==> src/rtl/board_pkg.sv <==
// Shared types and constants for the SDR line server.
package board_pkg;

  localparam int unsigned SDR_LINE_WORDS = 4;
  localparam int unsigned SDR_WORD_BITS  = 16;
  localparam int unsigned SDR_LINE_BITS  = 64;

  typedef enum logic [1:0] {
    SLS_IDLE,
    SLS_FETCH,
    SLS_DONE
  } sls_state_t;

endpackage

==> src/rtl/sdr_line_packer.sv <==
// Word counter plus 4x16 line assembly register; clr restarts a line, load stores word k and steps k.
module sdr_line_packer
  import board_pkg::*;
(
  input  logic                     clk,
  input  logic                     reset_n,
  input  logic                     clr,
  input  logic                     load,
  input  logic [SDR_WORD_BITS-1:0] data,
  output logic [1:0]               k,
  output logic [SDR_LINE_BITS-1:0] line
);

  always_ff @(posedge clk or negedge reset_n) begin
    if (!reset_n) begin
      k    <= 2'd0;
      line <= '0;
    end else if (clr) begin
      k    <= 2'd0;
      line <= '0;
    end else if (load) begin
      line[{k, 4'b0000} +: SDR_WORD_BITS] <= data;
      k <= k + 2'd1;
    end
  end

endmodule

==> src/rtl/sdr_line_server.sv <==
// 64-bit line read responder: fetches four 16-bit words from a narrow memory port per request.
// Optional ROM_LINE_BUFFER_EN: reuse the last completed line without touching memory.
module sdr_line_server
  import board_pkg::*;
#(
  parameter int unsigned ADDR_W     = 25,
  parameter int unsigned LINE_WORDS = SDR_LINE_WORDS
) (
  input  logic                     clk,
  input  logic                     reset_n,
  input  logic [ADDR_W-1:0]        sdr_addr,
  input  logic                     sdr_req,
  output logic                     sdr_rdy,
  output logic [SDR_LINE_BITS-1:0] sdr_data,
  output logic [ADDR_W-1:0]        mem_addr,
  output logic                     mem_req,
  input  logic                     mem_ack,
  input  logic [SDR_WORD_BITS-1:0] mem_data,
  input  logic                     buf_flush,
  output logic                     overflow
);

  localparam int unsigned TAG_W  = ADDR_W - 3;
  localparam logic [1:0]  LAST_K = 2'(LINE_WORDS - 1);

  sls_state_t         state;
  logic [TAG_W-1:0]   line_tag;
  logic               pend_valid;
  logic [TAG_W-1:0]   pend_tag;

  logic [TAG_W-1:0]         req_tag_c;
  logic [TAG_W-1:0]         start_tag_c;
  logic                     start_pend_c;
  logic                     start_new_c;
  logic                     start_c;
  logic                     to_slot_c;
  logic                     slot_free_c;
  logic                     load_c;
  logic                     last_c;
  logic                     hit_c;
  logic [1:0]               pk_k;
  logic [SDR_LINE_BITS-1:0] pk_line;
  logic                     unused_bits;

  assign req_tag_c    = sdr_addr[ADDR_W-1:3];
  assign start_pend_c = (state == SLS_IDLE) && pend_valid;
  assign start_new_c  = (state == SLS_IDLE) && !pend_valid && sdr_req;
  assign start_c      = start_pend_c || start_new_c;
  assign start_tag_c  = pend_valid ? pend_tag : req_tag_c;
  // A request not started this cycle needs the slot; it is free if empty or being drained now.
  assign to_slot_c    = sdr_req && !start_new_c;
  assign slot_free_c  = !pend_valid || start_pend_c;
  assign load_c       = (state == SLS_FETCH) && mem_ack;
  assign last_c       = load_c && (pk_k == LAST_K);

`ifdef ROM_LINE_BUFFER_EN
  logic             buf_valid;
  logic [TAG_W-1:0] buf_tag;

  assign hit_c       = buf_valid && (buf_tag == start_tag_c);
  assign unused_bits = ^{sdr_addr[2:0], pk_line[SDR_LINE_BITS-1:SDR_LINE_BITS-SDR_WORD_BITS]};

  // Flush beats a fill landing in the same cycle.
  always_ff @(posedge clk or negedge reset_n) begin
    if (!reset_n) begin
      buf_valid <= 1'b0;
      buf_tag   <= '0;
    end else if (buf_flush) begin
      buf_valid <= 1'b0;
    end else if (last_c) begin
      buf_valid <= 1'b1;
      buf_tag   <= line_tag;
    end
  end
`else
  assign hit_c       = 1'b0;
  assign unused_bits = ^{sdr_addr[2:0], buf_flush,
                         pk_line[SDR_LINE_BITS-1:SDR_LINE_BITS-SDR_WORD_BITS]};
`endif

  sdr_line_packer u_packer (
    .clk     (clk),
    .reset_n (reset_n),
    .clr     (start_c),
    .load    (load_c),
    .data    (mem_data),
    .k       (pk_k),
    .line    (pk_line)
  );

  always_ff @(posedge clk or negedge reset_n) begin
    if (!reset_n) begin
      state      <= SLS_IDLE;
      line_tag   <= '0;
      pend_valid <= 1'b0;
      pend_tag   <= '0;
      sdr_rdy    <= 1'b0;
      sdr_data   <= '0;
      mem_addr   <= '0;
      mem_req    <= 1'b0;
      overflow   <= 1'b0;
    end else begin
      if (start_pend_c) pend_valid <= 1'b0;
      if (to_slot_c) begin
        if (slot_free_c) begin
          pend_valid <= 1'b1;
          pend_tag   <= req_tag_c;
        end else begin
          overflow <= 1'b1;
        end
      end

      case (state)
        SLS_IDLE: begin
          if (start_c) begin
            line_tag <= start_tag_c;
            if (hit_c) begin
              state <= SLS_DONE;
            end else begin
              state    <= SLS_FETCH;
              mem_req  <= 1'b1;
              mem_addr <= {start_tag_c, 3'b000};
            end
          end
        end
        SLS_FETCH: begin
          if (mem_ack) begin
            if (last_c) begin
              state    <= SLS_DONE;
              mem_req  <= 1'b0;
              sdr_rdy  <= 1'b1;
              sdr_data <= {mem_data, pk_line[SDR_LINE_BITS-SDR_WORD_BITS-1:0]};
            end else begin
              mem_addr <= {line_tag, pk_k + 2'd1, 1'b0};
            end
          end
        end
        SLS_DONE: begin
          // Fetch path enters with sdr_rdy set; a buffer hit raises it one cycle later.
          if (sdr_rdy) begin
            sdr_rdy <= 1'b0;
            state   <= SLS_IDLE;
          end else begin
            sdr_rdy <= 1'b1;
          end
        end
        default: state <= SLS_IDLE;
      endcase
    end
  end

endmodule
==> config.mk <==
export PLATFORM = sky130hd
export DESIGN_NAME = sdr_line_server
export DESIGN_NICKNAME = d
export VERILOG_FILES = /design/src/rtl/board_pkg.sv /design/src/rtl/sdr_line_packer.sv /design/src/rtl/sdr_line_server.sv
export SDC_FILE = /design/constraint.sdc
export NUM_CORES = 1
export LEC_CHECK = 0
export ABC_AREA = 1
export BUFFER_PORTS_ARGS = -buffer_cell sky130_fd_sc_hd__buf_2
export CORE_ASPECT_RATIO = 0.7
export CORE_MARGIN = 2
export CORE_UTILIZATION = 58
export CTS_BUF_LIST = sky130_fd_sc_hd__clkbuf_8
export DETAILED_ROUTE_END_ITERATION = 10
export PLACE_DENSITY = 0.89
export SLEW_MARGIN = 20
export SYNTH_ARGS = -nofsm -noshare
export SYNTH_HDL_FRONTEND = slang
export SYNTH_SLANG_ARGS = --single-unit
==> constraint.sdc <==
create_clock -name clk -period 2.3 [get_ports clk]
set_input_delay 0.115 -clock clk [delete_from_list [all_inputs] [get_ports clk]]
set_output_delay 0.115 -clock clk [all_outputs]
set_load 0.03 [all_outputs]
; ---- After elaboration in Yosys (flattened, before gate mapping)
; Cells that the tools add are included.
[word_totals]
memories = 0
out_inout_bits = 92
romBits = 0
latch_bits = 0
ramBits = 0
reg_bits = 205
[op_classes]
mul = 0
n_addsub = 2
reduce_logical = 22
mux = 26
bitwise = 1
shift = 2
magnitude_cmp = 0
n_div = 0
eq_ne = 8
[ops]
columns = cell, n
row1 = two-way mux 64 bit, 2
row2 = two-way mux 25 bit, 3
row3 = bitwise mux 64 bit, 1
row4 = variable shift 16 x 8 -> 64 bit (first input constant), 1
row5 = variable part select 16 x 8 -> 64 bit, 1
row6 = case mux 25 bit (2 select lines), 1
row7 = two-way mux 22 bit, 1
row8 = two-way mux 2 bit, 6
row9 = AND reduction 4 bit, 3
row10 = != test 2 bit (second input constant), 5
row11 = two-way mux 1 bit, 9
row12 = negation 6 -> 8 bit, 1
row13 = logical AND 1 bit, 6
row14 = case mux 2 bit (3 select lines), 1
row15 = AND reduction 2 bit, 3
row16 = AND reduction 3 bit, 2
row17 = nonzero test 2 bit, 3
row18 = == test 2 bit (second input constant), 2
row19 = case mux 1 bit (2 select lines), 2
row20 = adder 2 x 1 -> 2 bit (second input constant), 1
row21 = == test 2 x 1 -> 1 bit (second input constant), 1
row22 = logical NOT 1 bit, 2
row23 = logical NOT 2 bit, 1
row24 = logical OR 1 bit, 2
row25 = NOT 1 bit, 1

; ---- Longest topological paths before layout
[logic_depth]
depth_word = 6
ltp_mapped = 9

; ---- Hierarchy
; From an unflattened synthesis, not the netlist that was laid out.
[hier_totals]
cells_unflattened = 1135
area_unflattened_um2 = 9038.7
[by_module_without_submodules]
columns = module, cells_per_inst, area_each_um2, instances, seq_area_each_um2
row1 = sdr_line_server, 751, 6068.3, 1, 3453.3
row2 = sdr_line_packer, 384, 2970.3, 1, 1651.6

; ---- Least setup slack after synthesis
; No wires, ideal clock.
[synth_path]
kind = register to register
start = reg u_packer.k[0]
end = reg u_packer.line[21]
stages_incl_launch_ff = 10
path_buffers = 3
required_ns = 2.235
path_slack_ns = 0.463
t_arrival_ns = 1.772
period_less_slack_ns = 1.837
setup_time_ns = 0.065
cell_sequence = dfrtp_1 > buf_2 > inv_1 > ha_1 > buf_2 > nand2_1 > nor2_1 > clkbuf_1 > nand3_1 > nand2_1
[synth_between]
elab_chain_cells = 5
elab_cells_between_ends = 6
[synth_rtl]
columns = item, line_no
row1 = start: declaration, sdr_line_packer.sv:10  ; output logic [1:0] k,
row2 = start signal: assignment, sdr_line_packer.sv:23  ; k <= k + 2'd1;
row3 = negation 6 -> 8 bit (*), sdr_line_packer.sv:22  ; line[{k, 4'b0000} +: SDR_WORD_BITS] <= data;
row4 = variable part select 16 x 8 -> 64 bit or variable shift 16 x 8 -> 64 bit (tied branches), sdr_line_packer.sv:22
row5 = bitwise mux 64 bit (*), sdr_line_packer.sv:22
row6 = two-way mux 64 bit (*), sdr_line_packer.sv:21  ; end else if (load) begin
row7 = two-way mux 64 bit (*), sdr_line_packer.sv:18  ; end else if (clr) begin
row8 = end signal: indexed assignment, sdr_line_packer.sv:22
row9 = end: declaration, sdr_line_packer.sv:11  ; output logic [SDR_LINE_BITS-1:0] line
; Every way passes the cells marked *; elsewhere a longest branch is shown, timed or not. The select of a mux whose other input is x is not followed.
; A chain may end at the register's enable or synchronous reset.

; ---- Worst setup path after layout
[layout_path]
start = reg u_packer.k[0]
end = reg u_packer.line[43]
; Same word-level chain as after synthesis.

==> flow_summary.yaml <==
timing:
  setup_viol: 0
  fmax_mhz: 496
  fin_crit_ps: 2020
  final.setup.tns_ps: 0
  slew_violations: 0
  rsz0062_at_grt: "false"
  finClkSkew_ps: 15.7
  period_share_pct: 87.7
  tightest_slew_ps: 1020
  hold_ws_ps: 28.7
  relSlewSlack_pct: 32.0
  hold_viol: 0
hold_path:
  hold_path.class: "in2reg"
floorplan:
  die_y_um: 105
  die_area_sq_mm: 0.0155
  num_io_pins: 138
  initial_core_util_pct: 59.9
  core_sq_mm: 0.0140
  core.rowCount: 36
  die_w_um: 148
global_route:
  grt_start_max_net_pins: 99
  grt_pass1_vias: 6958
  grt_use_total_pct: 28.1
  grt_pass1_wl_um: 34500
  grt_antenna_before_repair: 0
  grt-ovfl-total: 0
placed_design:
  dpl.hpwl_um: 13900
  place_area_sq_mm: 0.00920
  gp_congestion: 0.945
  port_buffers: 132
synthesis:
  syn_area_per_cell_sq_um: 8.08
  synth_area_sq_mm: 0.00839
  yosys_warnings: 0
  yosysSeqAreaShare_pct: 56.1
  synth-seq-cells: 188
  synth_nets: 1090
  syn_inst: 1039
  synth_cell_type_count: 22
routing:
  routedWlPerCell_um: 15.3
  drt_pre_antenna_iters: 8
  wl_um: 21100
  avgViaCountPerCell: 5.45
  num_vias: 7534
  drc: 0
  drt_iter0_drc: 690
  ant_nets: 0
clock_tree:
  cts_tree: "built"
  clkTransAtPathRegs_ps: 90
  htreeDepth: 4
  insertion_delay_ps: 460
  cts_root_buf: "clkbuf_8"
  cts_buffers: 17
  cts_num_sinks: 188
  clk_path_buf_depth: 2
  ctsResizeCount: 0
cells_and_area:
  final_nets: 1231
  drive_gt1_share_pct: 16.4
  fin_util_pct: 71.2
  n_antenna_cell: 0
  area_growth_pct: 18.9
  final_area_sq_mm: 0.00998
status:
  outcome: "completed"
setup_path:
  start_kind: "flip-flop"
  crit_arrival_ps: 2330
  cp_data_required_time_ps: 2610
  cp-end-kind: "flip-flop"
  path_class: "reg2reg"
  crit_fanout: 21
power:
  p_leak_nw: 5.68
  p_per_area_mw_per_mm2: 1230
  ir_drop_mv: 0.775
run:
  cap_violations: 0
## where the power goes
group          switching (mW)  total (mW)  internal (mW)
Clock                    1.14        2.22           1.08
Sequential              0.536        4.80           4.26
Combinational            3.81        5.30           1.49
Total                    5.48        12.3           6.83
## stage by stage
stage | setup slack [ps] | cells | total power [mW]
after floorplan | 463 | 1039 | 8.51
after global placement | 455 | 1314 | 9.81
after detailed placement | 303 | 1314 | 10.0
after CTS | 318 | 1382 | 12.3
after global routing | 123 | 1382 | 13.1
final | 283 | 1382 | 12.3
## layout by cell type (no fill, tap or decap)
cell	synthesis	layout
dfrtp_1	188	188
buf_12	0	3
nand3_1	188	188
ha_1	5	4
conb_1	1	1
dlygate4sd3_1	0	37
nand2_1	401	401
o21ai_4	0	1
nor2_8	1	1
clkinvlp_4	0	2
o21ai_0	75	75
buf_4	1	18
ha_2	0	1
clkbuf_8	0	22
clkinv_4	0	2
inv_2	2	2
nand2_2	4	4
inv_6	0	1
o21bai_1	1	1
buf_2	34	131
nor2_1	17	17
nand4_1	1	1
nand2_4	1	1
inv_1	66	67
nand3b_1	1	1
nor3_1	16	16
nor2_2	2	2
bufinv_16	0	2
clkinv_2	0	2
## critical path, stage by stage (launching register included)
cell     delay [ps]
dfrtp_1         400
inv_1           170
ha_1            460
nand2_1         500
nand3_1         210
o21ai_0         130
## timing repair
| action | in CTS | in global routing |
|---|---|---|
| buffers inserted | 0 | 0 |
| hold buffers | 37 | 0 |
| hold endpoints to repair | 112 | 0 |
## kinds of logic (layout without fill, tap and decap cells)
logic type      Yosys count  in the layout  share of synthesized area [%]
flops                   188            188                           56.1
fa+ha+maj                 5              5                          0.745
other cells               1              1                         0.0447
simple gates            632            632                           31.8
buf+inv                 136            289                           6.63
compound gates           77             77                           4.67
## final timing paths
path	from	endpoint	slack, ps	depth (start not counted)
setup reg to reg	u_packer.k[0]	u_packer.line[43]	280	5
hold reg to reg	sdr_data[50]	sdr_data[50]	470	2
hold / removal	mem_data[13]	u_packer.line[13]	30	5
max in group asynchronous	reset_n	mem_addr[7]	1340	3
setup / recovery	u_packer.k[0]	u_packer.line[43]	280	5
min in group asynchronous	reset_n	line_tag[19]	230	2
## cell usage after synthesis
master | instances | area share [%]
buf_1 | 3 | 0.13
buf_2 | 34 | 2.0
buf_4 | 1 | 0.089
clkbuf_1 | 30 | 1.3
conb_1 | 1 | 0.045
dfrtp_1 | 188 | 56
ha_1 | 5 | 0.75
inv_1 | 66 | 3.0
inv_2 | 2 | 0.089
nand2_1 | 401 | 18
nand2_2 | 4 | 0.30
nand2_4 | 1 | 0.13
nand3_1 | 188 | 11
nand3b_1 | 1 | 0.089
nand4_1 | 1 | 0.075
nor2_1 | 17 | 0.76
nor2_2 | 2 | 0.15
nor2_8 | 1 | 0.24
nor3_1 | 16 | 0.95
o21ai_0 | 75 | 4.5
o21ai_2 | 1 | 0.10
o21bai_1 | 1 | 0.089
## metal layers
metal  part of all wire, %  global-route usage, %
met1                    45                   41.6
met2                    44                   40.3
met4                   1.3                   8.04
met5                     0                      0
met3                   9.7                   8.56
## final cells by class
type / instances / area [sq um]
sequential: 188 / 4700
fill: 1078 / 4030
multi-input combinational: 715 / 3140
timing repair buffer: 190 / 1230
clock buffer: 21 / 289
inverter: 68 / 255
tap: 190 / 238
clock inverter: 10 / 115
## registers in the layout (all words and copies together), names as in the netlist
| name | count |
|---|---|
| pend_tag | 22 |
| sdr_data | 64 |
| u_packer.k | 2 |
| overflow | 1 |
| state | 2 |
| mem_req | 1 |
| u_packer.line | 48 |
| sdr_rdy | 1 |
| line_tag | 22 |
| pend_valid | 1 |
| mem_addr | 24 |
Note: power is estimated with default switching activity, not from simulation.
